[config.mk]
export PLATFORM = sky130hd
export DESIGN_NAME = fetch_unit_flat
export DESIGN_NICKNAME = d
export VERILOG_FILES = /design/src/rtl/fetch_if.sv /design/src/rtl/fetch_unit.sv /design/src/flat_wrapper.sv
export SDC_FILE = /design/constraint.sdc
export NUM_CORES = 1
export LEC_CHECK = 0
export CAP_MARGIN = 20
export CORE_AREA = 10 10 122 124
export DETAILED_ROUTE_END_ITERATION = 7
export DIE_AREA = 0 0 132 134
export GPL_TIMING_DRIVEN = 0
export PLACE_DENSITY_LB_ADDON = 0.1
export SLEW_MARGIN = 20
export SYNTH_ARGS = -nofsm -noshare
export SYNTH_HDL_FRONTEND = slang
export SYNTH_SLANG_ARGS = --single-unit
[constraint.sdc]
create_clock -name clk -period 2.3 [get_ports clk]
set_input_delay 0.69 -clock clk [delete_from_list [all_inputs] [get_ports clk]]
set_output_delay 0.69 -clock clk [all_outputs]
set_load 0.01 [all_outputs]
[src/rtl/fetch_if.sv]
// Fetch-stage bus: instruction-memory address/data, hazard-unit controls,
// redirect inputs from ID/EX, and the IF/ID register outputs to the decoder.
interface fetch_if;
  logic [31:0] pc_address;
  logic [31:0] ir;
  logic        stall;
  logic        flush;
  logic        branch_taken;
  logic [31:0] branch_target;
  logic        jump;
  logic [25:0] jump_index;
  logic [31:0] if_id_ir;
  logic [31:0] if_id_pc_plus4;
  logic        if_id_valid;
  logic        halted;
  logic        fault;

  // Fetch unit side
  modport master (
    output pc_address, if_id_ir, if_id_pc_plus4, if_id_valid, halted, fault,
    input  ir, stall, flush, branch_taken, branch_target, jump, jump_index
  );

  // Environment side (memory, hazard unit, later pipeline stages)
  modport slave (
    input  pc_address, if_id_ir, if_id_pc_plus4, if_id_valid, halted, fault,
    output ir, stall, flush, branch_taken, branch_target, jump, jump_index
  );
endinterface

[src/rtl/fetch_unit.sv]
// PC register and IF stage: drives instruction-memory address, captures the
// returned word into IF/ID, resolves next-PC (jump > branch > stall > +4),
// and stops on the end-of-program sentinel or on an address fault.
module fetch_unit #(
  parameter logic [31:0] RESET_PC   = 32'h0000_0000,
  parameter logic [31:0] HALT_WORD  = 32'hFFFF_FFFF,
  parameter int unsigned IMEM_WORDS = 8192
) (
  input logic     clk,
  input logic     rst_n,
  fetch_if.master bus
);

  // 33 bits so a full 4 GiB memory size cannot overflow the limit.
  localparam logic [32:0] IMEM_BYTES = 33'(IMEM_WORDS) * 33'd4;

  typedef enum logic [1:0] {StRun, StHalt, StFault} state_e;

  state_e      state_q;
  logic [31:0] pc_q;
  logic [31:0] if_id_ir_q;
  logic [31:0] if_id_pc_plus4_q;
  logic        if_id_valid_q;
  logic        halted_q;
  logic        fault_q;

  logic [31:0] pc_plus4;
  logic [31:0] jump_pc;
  logic [31:0] branch_pc;
  logic        branch_misaligned;
  logic        out_of_range;

  // Redirect targets and fetch-address checks
  always_comb begin
    pc_plus4          = pc_q + 32'd4;
    // Jump is resolved in ID, so the region bits come from the instruction in IF/ID.
    jump_pc           = {bus.if_id_pc_plus4[31:28], bus.jump_index, 2'b00};
    branch_pc         = {bus.branch_target[31:2], 2'b00};
    branch_misaligned = (bus.branch_target[1:0] != 2'b00);
    out_of_range      = ({1'b0, pc_q} >= IMEM_BYTES);
  end

  // FSM, PC and IF/ID register
  always_ff @(posedge clk) begin
    if (!rst_n) begin
      state_q          <= StRun;
      pc_q             <= RESET_PC;
      if_id_ir_q       <= 32'd0;
      if_id_pc_plus4_q <= 32'd0;
      if_id_valid_q    <= 1'b0;
      halted_q         <= 1'b0;
      fault_q          <= 1'b0;
    end else begin
      unique case (state_q)
        StRun: begin
          if (out_of_range) begin
            state_q          <= StFault;
            fault_q          <= 1'b1;
            if_id_ir_q       <= 32'd0;
            if_id_pc_plus4_q <= 32'd0;
            if_id_valid_q    <= 1'b0;
          end else if (bus.jump) begin
            pc_q             <= jump_pc;
            if_id_ir_q       <= 32'd0;
            if_id_pc_plus4_q <= 32'd0;
            if_id_valid_q    <= 1'b0;
          end else if (bus.branch_taken) begin
            if (branch_misaligned) begin
              state_q <= StFault;
              fault_q <= 1'b1;
            end else begin
              pc_q <= branch_pc;
            end
            if_id_ir_q       <= 32'd0;
            if_id_pc_plus4_q <= 32'd0;
            if_id_valid_q    <= 1'b0;
          end else if (bus.stall) begin
            // PC holds; IF/ID holds unless the hazard unit also flushes.
            if (bus.flush) begin
              if_id_ir_q       <= 32'd0;
              if_id_pc_plus4_q <= 32'd0;
              if_id_valid_q    <= 1'b0;
            end
          end else if (bus.flush) begin
            pc_q             <= pc_plus4;
            if_id_ir_q       <= 32'd0;
            if_id_pc_plus4_q <= 32'd0;
            if_id_valid_q    <= 1'b0;
          end else if (bus.ir == HALT_WORD) begin
            // Sentinel is never passed to decode; PC stays on it.
            state_q          <= StHalt;
            halted_q         <= 1'b1;
            if_id_ir_q       <= 32'd0;
            if_id_pc_plus4_q <= 32'd0;
            if_id_valid_q    <= 1'b0;
          end else begin
            pc_q             <= pc_plus4;
            if_id_ir_q       <= bus.ir;
            if_id_pc_plus4_q <= pc_plus4;
            if_id_valid_q    <= 1'b1;
          end
        end

        StHalt: begin
          // An older in-flight redirect means the sentinel was a wrong-path fetch.
          if (bus.jump) begin
            state_q  <= StRun;
            halted_q <= 1'b0;
            pc_q     <= jump_pc;
          end else if (bus.branch_taken) begin
            halted_q <= 1'b0;
            if (branch_misaligned) begin
              state_q <= StFault;
              fault_q <= 1'b1;
            end else begin
              state_q <= StRun;
              pc_q    <= branch_pc;
            end
          end
          if_id_ir_q       <= 32'd0;
          if_id_pc_plus4_q <= 32'd0;
          if_id_valid_q    <= 1'b0;
        end

        StFault: begin
          if_id_ir_q       <= 32'd0;
          if_id_pc_plus4_q <= 32'd0;
          if_id_valid_q    <= 1'b0;
        end

        default: begin
          state_q <= StFault;
          fault_q <= 1'b1;
        end
      endcase
    end
  end

  assign bus.pc_address     = pc_q;
  assign bus.if_id_ir       = if_id_ir_q;
  assign bus.if_id_pc_plus4 = if_id_pc_plus4_q;
  assign bus.if_id_valid    = if_id_valid_q;
  assign bus.halted         = halted_q;
  assign bus.fault          = fault_q;

endmodule

[src/flat_wrapper.sv]
// flat-port wrapper written by rule: the top's interface ports become plain ports
module fetch_unit_flat 
#(
  parameter logic [31:0] RESET_PC   = 32'h0000_0000,
  parameter logic [31:0] HALT_WORD  = 32'hFFFF_FFFF,
  parameter int unsigned IMEM_WORDS = 8192
)
  (clk, rst_n, bus_pc_address, bus_if_id_ir, bus_if_id_pc_plus4, bus_if_id_valid, bus_halted, bus_fault, bus_ir, bus_stall, bus_flush, bus_branch_taken, bus_branch_target, bus_jump, bus_jump_index);
  fetch_if bus_i ();
  input logic clk;
  input logic rst_n;
  output wire logic [$bits(bus_i.pc_address)-1:0] bus_pc_address;
  output wire logic [$bits(bus_i.if_id_ir)-1:0] bus_if_id_ir;
  output wire logic [$bits(bus_i.if_id_pc_plus4)-1:0] bus_if_id_pc_plus4;
  output wire logic [$bits(bus_i.if_id_valid)-1:0] bus_if_id_valid;
  output wire logic [$bits(bus_i.halted)-1:0] bus_halted;
  output wire logic [$bits(bus_i.fault)-1:0] bus_fault;
  input wire logic [$bits(bus_i.ir)-1:0] bus_ir;
  input wire logic [$bits(bus_i.stall)-1:0] bus_stall;
  input wire logic [$bits(bus_i.flush)-1:0] bus_flush;
  input wire logic [$bits(bus_i.branch_taken)-1:0] bus_branch_taken;
  input wire logic [$bits(bus_i.branch_target)-1:0] bus_branch_target;
  input wire logic [$bits(bus_i.jump)-1:0] bus_jump;
  input wire logic [$bits(bus_i.jump_index)-1:0] bus_jump_index;
  assign bus_pc_address = bus_i.pc_address;
  assign bus_if_id_ir = bus_i.if_id_ir;
  assign bus_if_id_pc_plus4 = bus_i.if_id_pc_plus4;
  assign bus_if_id_valid = bus_i.if_id_valid;
  assign bus_halted = bus_i.halted;
  assign bus_fault = bus_i.fault;
  assign bus_i.ir = bus_ir;
  assign bus_i.stall = bus_stall;
  assign bus_i.flush = bus_flush;
  assign bus_i.branch_taken = bus_branch_taken;
  assign bus_i.branch_target = bus_branch_target;
  assign bus_i.jump = bus_jump;
  assign bus_i.jump_index = bus_jump_index;
  fetch_unit #(.RESET_PC(RESET_PC), .HALT_WORD(HALT_WORD), .IMEM_WORDS(IMEM_WORDS)) u_core (.clk(clk), .rst_n(rst_n), .bus(bus_i));
endmodule
==> After elaboration in Yosys (flattened, before gate mapping) <==
Cells that the tools add are included.
{ "totals": {"ff_bits": 101, "latchBits": 0, "ram_bits": 0, "mem_bits_ro": 0, "in_bits": 96, "mem_count": 0} }
{ "op_classes": {"add_sub_neg": 1, "multipliers": 0, "n_div": 0, "n_lt_le_gt_ge": 1, "n_eq_ne": 18, "shifts": 0, "n_mux": 58, "bitwise": 1, "reduce_logical": 9} }
{ "ops": {"columns": ["operator", "count"], "rows": [
  ["$mux 32", 22],
  ["$pmux 32 s2", 3],
  ["$add 32x3->32 const B", 1],
  ["$eq 32x32->1 const B", 1],
  ["$ge 32x16->1 const B", 1],
  ["$mux 2", 10],
  ["$mux 1", 19],
  ["$ne 2x2->1 const B", 5],
  ["$ne 4x2->1 const B", 2],
  ["$ne 4x3->1 const B", 2],
  ["$reduce_and 8->1", 1],
  ["$reduce_and 7->1", 1],
  ["$ne 6x5->1 const B", 1],
  ["$pmux 2 s3", 1],
  ["$reduce_bool 2->1", 3],
  ["$ne 5x5->1 const B", 1],
  ["$reduce_and 5->1", 1],
  ["$ne 4x4->1 const B", 1],
  ["$pmux 1 s2", 2],
  ["$ne 3x2->1 const B", 1],
  ["$ne 3x3->1 const B", 1],
  ["$pmux 1 s3", 1],
  ["$eq 2x1->1 const B", 1],
  ["$eq 2x2->1 const B", 1],
  ["other kinds (5)", 5]
]} }

==> Logic depth before layout (Yosys ltp) <==
{ "depth": {"ltp_word": 8, "depth_mapped": 11, "depth_no_buf": 8} }

==> Least setup slack after synthesis <==
OpenSTA, ideal clock, no wires.
{ "synth_path": {"kind": "reg-to-reg", "from": "reg u_core.pc_q[15], in the netlist u_core.bus.pc_address[15]", "to": "reg u_core.pc_q[13], in the netlist u_core.bus.pc_address[13]", "setup_ps": 116, "arrival_time_ps": 2192, "t_required_ps": 2184, "slack_ps": -7, "path_stages_with_launch": 8, "synth_period_minus_slack_ps": 2307, "path_cell_list": "dfxtp_1 -> buf_6 -> or4_4 -> nor4_4 -> and3_4 -> a31oi_1 -> o311a_1 -> a31o_1"} }
{ "synth_between": {"elab_chain_len": 3} }
{ "synth_rtl": {"columns": ["item", "line", "source"], "rows": [
  ["from (decl)", "fetch_unit.sv:20", "logic [31:0] pc_q;"],
  ["from (signal assigned)", "fetch_unit.sv:63", "pc_q <= jump_pc;"],
  ["from (signal assigned)", "fetch_unit.sv:72", "pc_q <= branch_pc;"],
  ["from (signal assigned)", "fetch_unit.sv:85", "pc_q <= pc_plus4;"],
  ["$ge 32x16->1", "fetch_unit.sv:40", "out_of_range = ({1'b0, pc_q} >= IMEM_BYTES);"],
  ["$ne 2x2->1 (no source line)", null, null],
  ["$reduce_and 5->1 (no source line)", null, null]
]} }
No other way between the ends.
A chain may end at the register's enable or synchronous reset.

==> Worst setup path after layout <==
{ "layout_path": {"from": "reg u_core.pc_q[21], in the netlist u_core.bus.pc_address[21]", "to": "reg u_core.if_id_ir_q[24], in the netlist u_core.bus.if_id_ir[24]"} }
{ "layout_between": {"elab_chain_len": 3} }
{ "layout_rtl": {"columns": ["item", "line", "source"], "rows": [
  ["$ge 32x16->1 *", "fetch_unit.sv:40", null],
  ["$ne 6x5->1 (no source line) or $mux 32 (tied branches)", null, null],
  ["$reduce_and 2->1 (no source line) or $pmux 32 s2 (tied branches)", null, null],
  ["to (signal assigned)", "fetch_unit.sv:98", "if_id_ir_q <= bus.ir;"],
  ["to (decl)", "fetch_unit.sv:21", "logic [31:0] if_id_ir_q;"]
]} }
Mark *: on every way between the ends. The rest lies on a longest branch, timed or not.

==> key figures <==
Outcome
  – Outcome: finished, violations left
  – Failing checks: setup timing

Synthesis
  – Post-Syn Nets: 666
  – Main synth FF type: dfxtp_1
  – Yosys reg bits: 101
  – Unique cell type count in the Yosys netlist: 66
  – Post-synth ARST share: 0
  – Synth Instances: 564
  – Seq/Total Area, Yosys: 0.412
  – EDFF count, synth: 0
  – Syn Std Cell Area: 4910 um2
  – Syn avg cell area: slightly below 9 um2
  – Syn. warnings: 0

STA
  – Max-slew headroom: 0.491
  – Final WS setup: -0.155 ns
  – Worst Skew: between 0.009 and 0.01 ns
  – Slew of the pin with the lowest slew margin: about 0.76 ns
  – RSZ-0062 raised after global routing: yes
  – Fin. max-slew vios: 0
  – Final setup viols: 74
  – Final Critical Period: between 2 and 2.5 ns
  – Final hold violation count: 0
  – Fmax: 407 MHz
  – Period utilisation layout: 1.07

Critical path
  – Slowest stage delay, CP: around 0.53 ns
  – R2r endpoint: u_core.bus.if_id_ir[24]
  – Required time of the worst setup path: 2.55 ns
  – Largest fanout on the critical path: 5
  – Reg2Reg Setup Slack: -0.16 ns
  – R2R Path Start: u_core.bus.pc_address[21]
  – Slowest CP cell: or4_4
  – CP Capture Type: register
  – FF-to-FF path depth: 10
  – CP startpoint kind: register
  – Crit path kind: reg2reg
  – Critical path arrival: 2.71 ns
  – Cell Chain, Critical Path: or4_4, nor4_4, buf_4, buf_6, a41oi_4, nand3b_1, nor2_4, buf_12, buf_8, a22o_1

Placed design
  – PortBufs: just under 200
  – Placed Cells: roughly 930
  – Routability cong.: ~0.95
  – HPWL after DPL: 15.1 mm
  – Dpl ws: -1.17 ns
  – Placed instance area: between 7000 and 8000 um2

Clock network
  – Clock root buffer: clkbuf_16
  – Worst skew pair latency: approximately 0.36 ns
  – Hold-fix buffers at CTS: 0
  – TritonCTS clock tree: done
  – Inserted Clock Buffers: 9
  – Maximum clock path buffer count: 2
  – Htree depth: 3
  – Sink Count: 101
  – Worst-path clk slew: around 0.070 ns

Floorplan
  – DIE AREA: approximately 18000 um2
  – Die height: about 130 um
  – Die X-Extent: 132 um
  – Effective utilization at floorplan: 0.394
  – Num rows: ~40
  – Core ar.: 12500 um2
  – IO Pins: 195

Final layout
  – P&R area growth vs syn: 70.5%
  – Share of cells above drive strength 1: 0.232
  – Most frequent cells in the layout: 176 x clkdlybuf4s50_1, 90 x dfxtp_1, 60 x nand2_1
  – Final #Nets: about 910
  – Fin cells: 984
  – Final Util: 0.672
  – Most common cell after layout, fill and taps aside: clkdlybuf4s50_1
  – Design Area, Final: around 8400 um2

Drt
  – Final WL: roughly 21 mm
  – DRC errors left: 0
  – Antenna-violating nets left: 0
  – Drt wl/cell: approximately 22 um
  – Routed vias/inst: 5.74
  – Vias: ~5700
  – 1st-pass router iterations: 7
  – Iter 0 DRT Violations: about 550

GRT
  – Initial antenna violation count: 1
  – Largest net degree at the start of global routing: 19
  – First-pass GRT wire length: approximately 32 mm
  – Vias in the first global route: between 5000 and 6000
  – GRT Total Usage: 0.224
  – Overflow after GRT: 0

Hold path
  – Hold path startpoint: u_core.bus.if_id_pc_plus4[4]
  – Hold depth: 2
  – Min-Delay Path Class: reg2reg
  – Hold endpoint: u_core.bus.if_id_pc_plus4[4]

Pwr
  – Pwr Density: 894 nW/um2
  – Maximum vdd drop: 0.000750 V
  – Leak Pwr: around 3.1 nW
  – Power after layout: 7.49 mW

Job
  – Max-cap viol count: 0
## timing repair
action,4_1_cts,5_1_grt
pin swaps,36,31
endpoints found under the setup margin,99,98
setup buffers,29,7
gates cloned,4,4
resized for setup,118,91
## sequential cells by signal, indices dropped and copies added, names as in the netlist
register and flops:
u_core.bus.if_id_ir 32, u_core.bus.if_id_pc_plus4 32, u_core.bus.pc_address 32, u_core.state_q 2
u_core.bus.fault 1, u_core.bus.halted 1, u_core.bus.if_id_valid 1
## report_power, final
part,switching [mW],internal [mW],total (mW)
Clock,0.733,0.970,1.70
Combinational,1.73,1.92,3.65
Sequential,0.220,1.92,2.14
## per-layer routing
layer  vias to the layer above  global-route usage  part of all wire
li1                       2607                   -                 -
met1                      2674               0.276              0.39
met2                       320               0.371              0.48
met3                        50              0.0661              0.10
met4                         0              0.0612             0.026
met5                         -                   0                 0
## final cells by class
class	instances	area (um2)
Buffer	35	262
Timing Repair Buffer	235	2370
Multi-Input combinational cell	413	3110
Fill cell	1054	4090
Sequential cell	101	2050
Inverter	11	41.3
Clock buffer	9	225
Antenna cell	1	2.50
Tap cell	172	215
Clock inverter	7	103
## synth_stat cells, drive strengths merged (4+ instances only)
library cell	n	area share
a211oi	9	0.014
o21ai	45	0.046
nor2	48	0.038
and3	6	0.0087
a31oi	9	0.011
a21o	4	0.0061
o211ai	8	0.012
mux2i	5	0.010
a2bb2oi	6	0.011
a21oi	19	0.019
a311oi	5	0.0089
buf	15	0.023
inv	11	0.0084
nand3	20	0.023
o21a	5	0.0076
xnor2	8	0.014
xor2	4	0.0071
nor4	6	0.014
and2	17	0.022
o221a	7	0.016
nand2	62	0.049
o31ai	4	0.0061
clkbuf	25	0.019
a22o	38	0.068
nand4	14	0.018
ha	6	0.015
dfxtp	101	0.41
nor3	10	0.010
or4	5	0.0092
o22a	4	0.0071
## through the flow
stage	TNS (ns)	hold slack, ns
after floorplan	0	0.469
after global placement	-65.92	0.433
after detailed placement	-67.68	0.443
after CTS	-3.59	0.451
after global routing	-12.99	0.483
final	-6.10	0.455
## how the worst max path moves through the flow
stage / endpoint / startpoint / depth (start not counted)
after floorplan: u_core.bus.pc_address[27] / u_core.bus.pc_address[19] / 8
after global placement: u_core.bus.pc_address[23] / bus_branch_taken / 8
after detailed placement: u_core.bus.pc_address[23] / bus_branch_taken / 8
after CTS: u_core.bus.if_id_ir[19] / u_core.bus.pc_address[21] / 10
after global routing: u_core.bus.if_id_ir[18] / u_core.bus.pc_address[21] / 10
final: u_core.bus.if_id_ir[24] / u_core.bus.pc_address[21] / 10
## critical path: cells and delay by family (launching register included)
kind	cells	cell delay [ns]
AO/OA/AOI/OAI	2	0.31
buffers and inverters	4	0.57
flip-flops	1	0.36
AND/OR/NAND/NOR	4	1.10
## cells by family (layout without fill, tap and decap cells)
family | count (synthesis) | count (layout) | synth area share
other | 0 | 1 | 0
adder cells (fa/ha/maj) | 6 | 6 | 0.0153
XOR/XNOR | 12 | 12 | 0.0214
multiplexers | 6 | 6 | 0.0125
AO/OA/AOI/OAI | 190 | 190 | 0.284
buffers and inverters | 51 | 297 | 0.0502
AND/OR/NAND/NOR | 198 | 199 | 0.205
flip-flops | 101 | 101 | 0.412
Note: power is estimated with default switching activity, not from simulation.
==> patch, RTL diff (same settings) <==
`HALT_WORD` is set to 32'hFFFF_FFFF in 2 places; all go to 32'h7FFFFFFF.
--- a/src/rtl/fetch_unit.sv
+++ b/src/rtl/fetch_unit.sv
@@ -3,7 +3,7 @@
 // and stops on the end-of-program sentinel or on an address fault.
 module fetch_unit #(
   parameter logic [31:0] RESET_PC   = 32'h0000_0000,
-  parameter logic [31:0] HALT_WORD  = 32'hFFFF_FFFF,
+  parameter logic [31:0] HALT_WORD  = 32'h7FFFFFFF,
   parameter int unsigned IMEM_WORDS = 8192
 ) (
   input logic     clk,
--- a/src/flat_wrapper.sv
+++ b/src/flat_wrapper.sv
@@ -2,7 +2,7 @@
 module fetch_unit_flat 
 #(
   parameter logic [31:0] RESET_PC   = 32'h0000_0000,
-  parameter logic [31:0] HALT_WORD  = 32'hFFFF_FFFF,
+  parameter logic [31:0] HALT_WORD  = 32'h7FFFFFFF,
   parameter int unsigned IMEM_WORDS = 8192
 )
   (clk, rst_n, bus_pc_address, bus_if_id_ir, bus_if_id_pc_plus4, bus_if_id_valid, bus_halted, bus_fault, bus_ir, bus_stall, bus_flush, bus_branch_taken, bus_branch_target, bus_jump, bus_jump_index);
Function: not settled (the Yosys comparison gave no result); the edit may change what the design does.
==> patch against the unedited design <==
The flow still finishes with violations (setup timing). Routed wire length is 5.8% lower. Sequential power hardly changed. Design area is 4.1% lower. Worst hold slack worse by 0.0095 ns. Die area stayed put. Setup slack better by 0.084 ns. Sequential cell count stayed put. Synthesized area is 0.25% lower. Total power is 10% lower. Critical path depth is 1 lower. Combinational power is 15% lower. Non-clock buffer count is 9 lower. Critical path type unchanged.
==> patch: results (changes against the unedited design) <==
=================================================================================
Final worst setup slack                                                -0.0718 ns   +0.0836 ns
Worst Clk Skew                                                         0.00895 ns   -0.000599 ns
Initial antenna violation count                                                 0   -1
RD Place Congestion                                                         0.912   -4.3%
GRT met2 Usage                                                              0.351   -0.0198
Share of post-route cells with drive strength above 1                       0.209   -0.0229
Antenna fix cells                                                               0   -1
Outcome                                                              complete, but fails checks
Top cell type's share of synthesized area                                   0.413   +0.00105
Violations in the final reports                                      setup timing
Met1 usage                                                                  0.271   -0.00526
Wire length of the first global-routing pass                             30700 um   -3.6%
Drt initial violations                                                        431   -22%
Largest cells by area after synthesis                                sky130_fd_sc_hd__dfxtp_1 (41%), sky130_fd_sc_hd__a22o_1 (8.8%), sky130_fd_sc_hd__nand2_1 (3.5%)
Leakage power                                                             3.03 nW   -3.5%
Number of buffer cells added on primary ports                                 192   -0.52%
Buffers inserted during post-CTS setup optimization                            22   -24%
Worst IR drop on VDD                                                     0.491 mV   -35%
Commonest cells in the netlist                                       sky130_fd_sc_hd__dfxtp_1 (101), sky130_fd_sc_hd__a22o_1 (49), sky130_fd_sc_hd__nand2_1 (46), sky130_fd_sc_hd__nor2_1 (46), sky130_fd_sc_hd__o21ai_0 (32)
Switching power as a share of total power                                   0.360   +0.00212
Part of the total power dissipated in the clock network                     0.220   -0.007
Total wire length                                                        20000 um   -5.8%
Final-report setup violation count                                             16   -78%
Arrival time of the worst setup path                                      2.66 ns   -0.05 ns
Slew @ Worst Pin                                                         0.709 ns   -0.0542 ns
Sum of net half-perimeters after detailed placement                      14800 um   -2.3%
Power, Total                                                              6.73 mW   -10%
Synthesized Nets                                                              651   -2.3%
Met3 track demand over resource                                            0.0642   -0.00187
Vias after detailed routing                                                  5402   -4.4%
Count of distinct cell types in the synthesized netlist                        70   +6.1%
Number of optimization iterations in the first detailed-route pass              5   -2
Layout Nets                                                                   882   -2.9%
Maximum number of pins on one net before global-route repair                   17   -2
Post-cts sizing count                                                         105   -11%
All-Layer GR Usage                                                          0.216   -0.00778
Share of synthesized area occupied by flip-flops and latches                0.413   +0.00105
=================================================================================
==> patch: stage by stage <==
stage	setup WS [ns]	utilization	setup TNS, ns	std cells	hold WS (ns)
after global placement	-1.04	0.565	-64.86	913	0.435
after detailed placement	-1.07	0.565	-67.66	913	0.440
final	-0.0718	0.644	-0.428	957	0.446
after floorplan	0.00134	-	0	549	0.464
after global routing	-0.132	0.644	-3.32	957	0.472
after CTS	-0.0663	0.619	-0.951	946	0.450
==> patch: logic make-up after synthesis <==
family	count (synthesis)	share of synthesized area
AOI/OAI and AO/OA	185	0.290
DFF	101	0.413
muxes	7	0.0143
and+or+nand+nor	185	0.197
xor gates and xnor gates	12	0.0214
buffers and inverters	53	0.0498
adders and majority gates	6	0.0153
==> patch: final cells by class <==
cell class	instances	area [um^2]
multi-input cells	395	3000
well taps	172	215
inverters	12	45.0
clock inverters	4	32.5
plain buffers	33	229
fillers	1057	4430
clock buffers	12	256
flip-flops and latches	101	2040
repair buffers	228	2210
==> patch: final timing paths <==
check | start | slack, ns | endpoint | depth (start not counted)
max | u_core.bus.pc_address[17] | -0.07 | u_core.bus.pc_address[29] | 9
max reg2reg | u_core.bus.pc_address[17] | -0.07 | u_core.bus.pc_address[29] | 9
min reg2reg | u_core.bus.pc_address[0] | 0.45 | u_core.bus.pc_address[0] | 2
min | u_core.bus.pc_address[0] | 0.45 | u_core.bus.pc_address[0] | 2
==> patch: worst max-delay path: cells and delay by family (launching register included) <==
kind,cells,cell delay [ns]
buffers and inverters,3,0.38
and+or+nand+nor,3,0.97
AOI/OAI and AO/OA,3,0.61
DFF,1,0.34
==> patch: routing by layer <==
metal  part of all wire  vias to the layer above
met5                  0                        -
met4              0.014                        0
met3              0.087                       20
met2               0.47                      284
met1               0.42                     2554
li1                   -                     2544
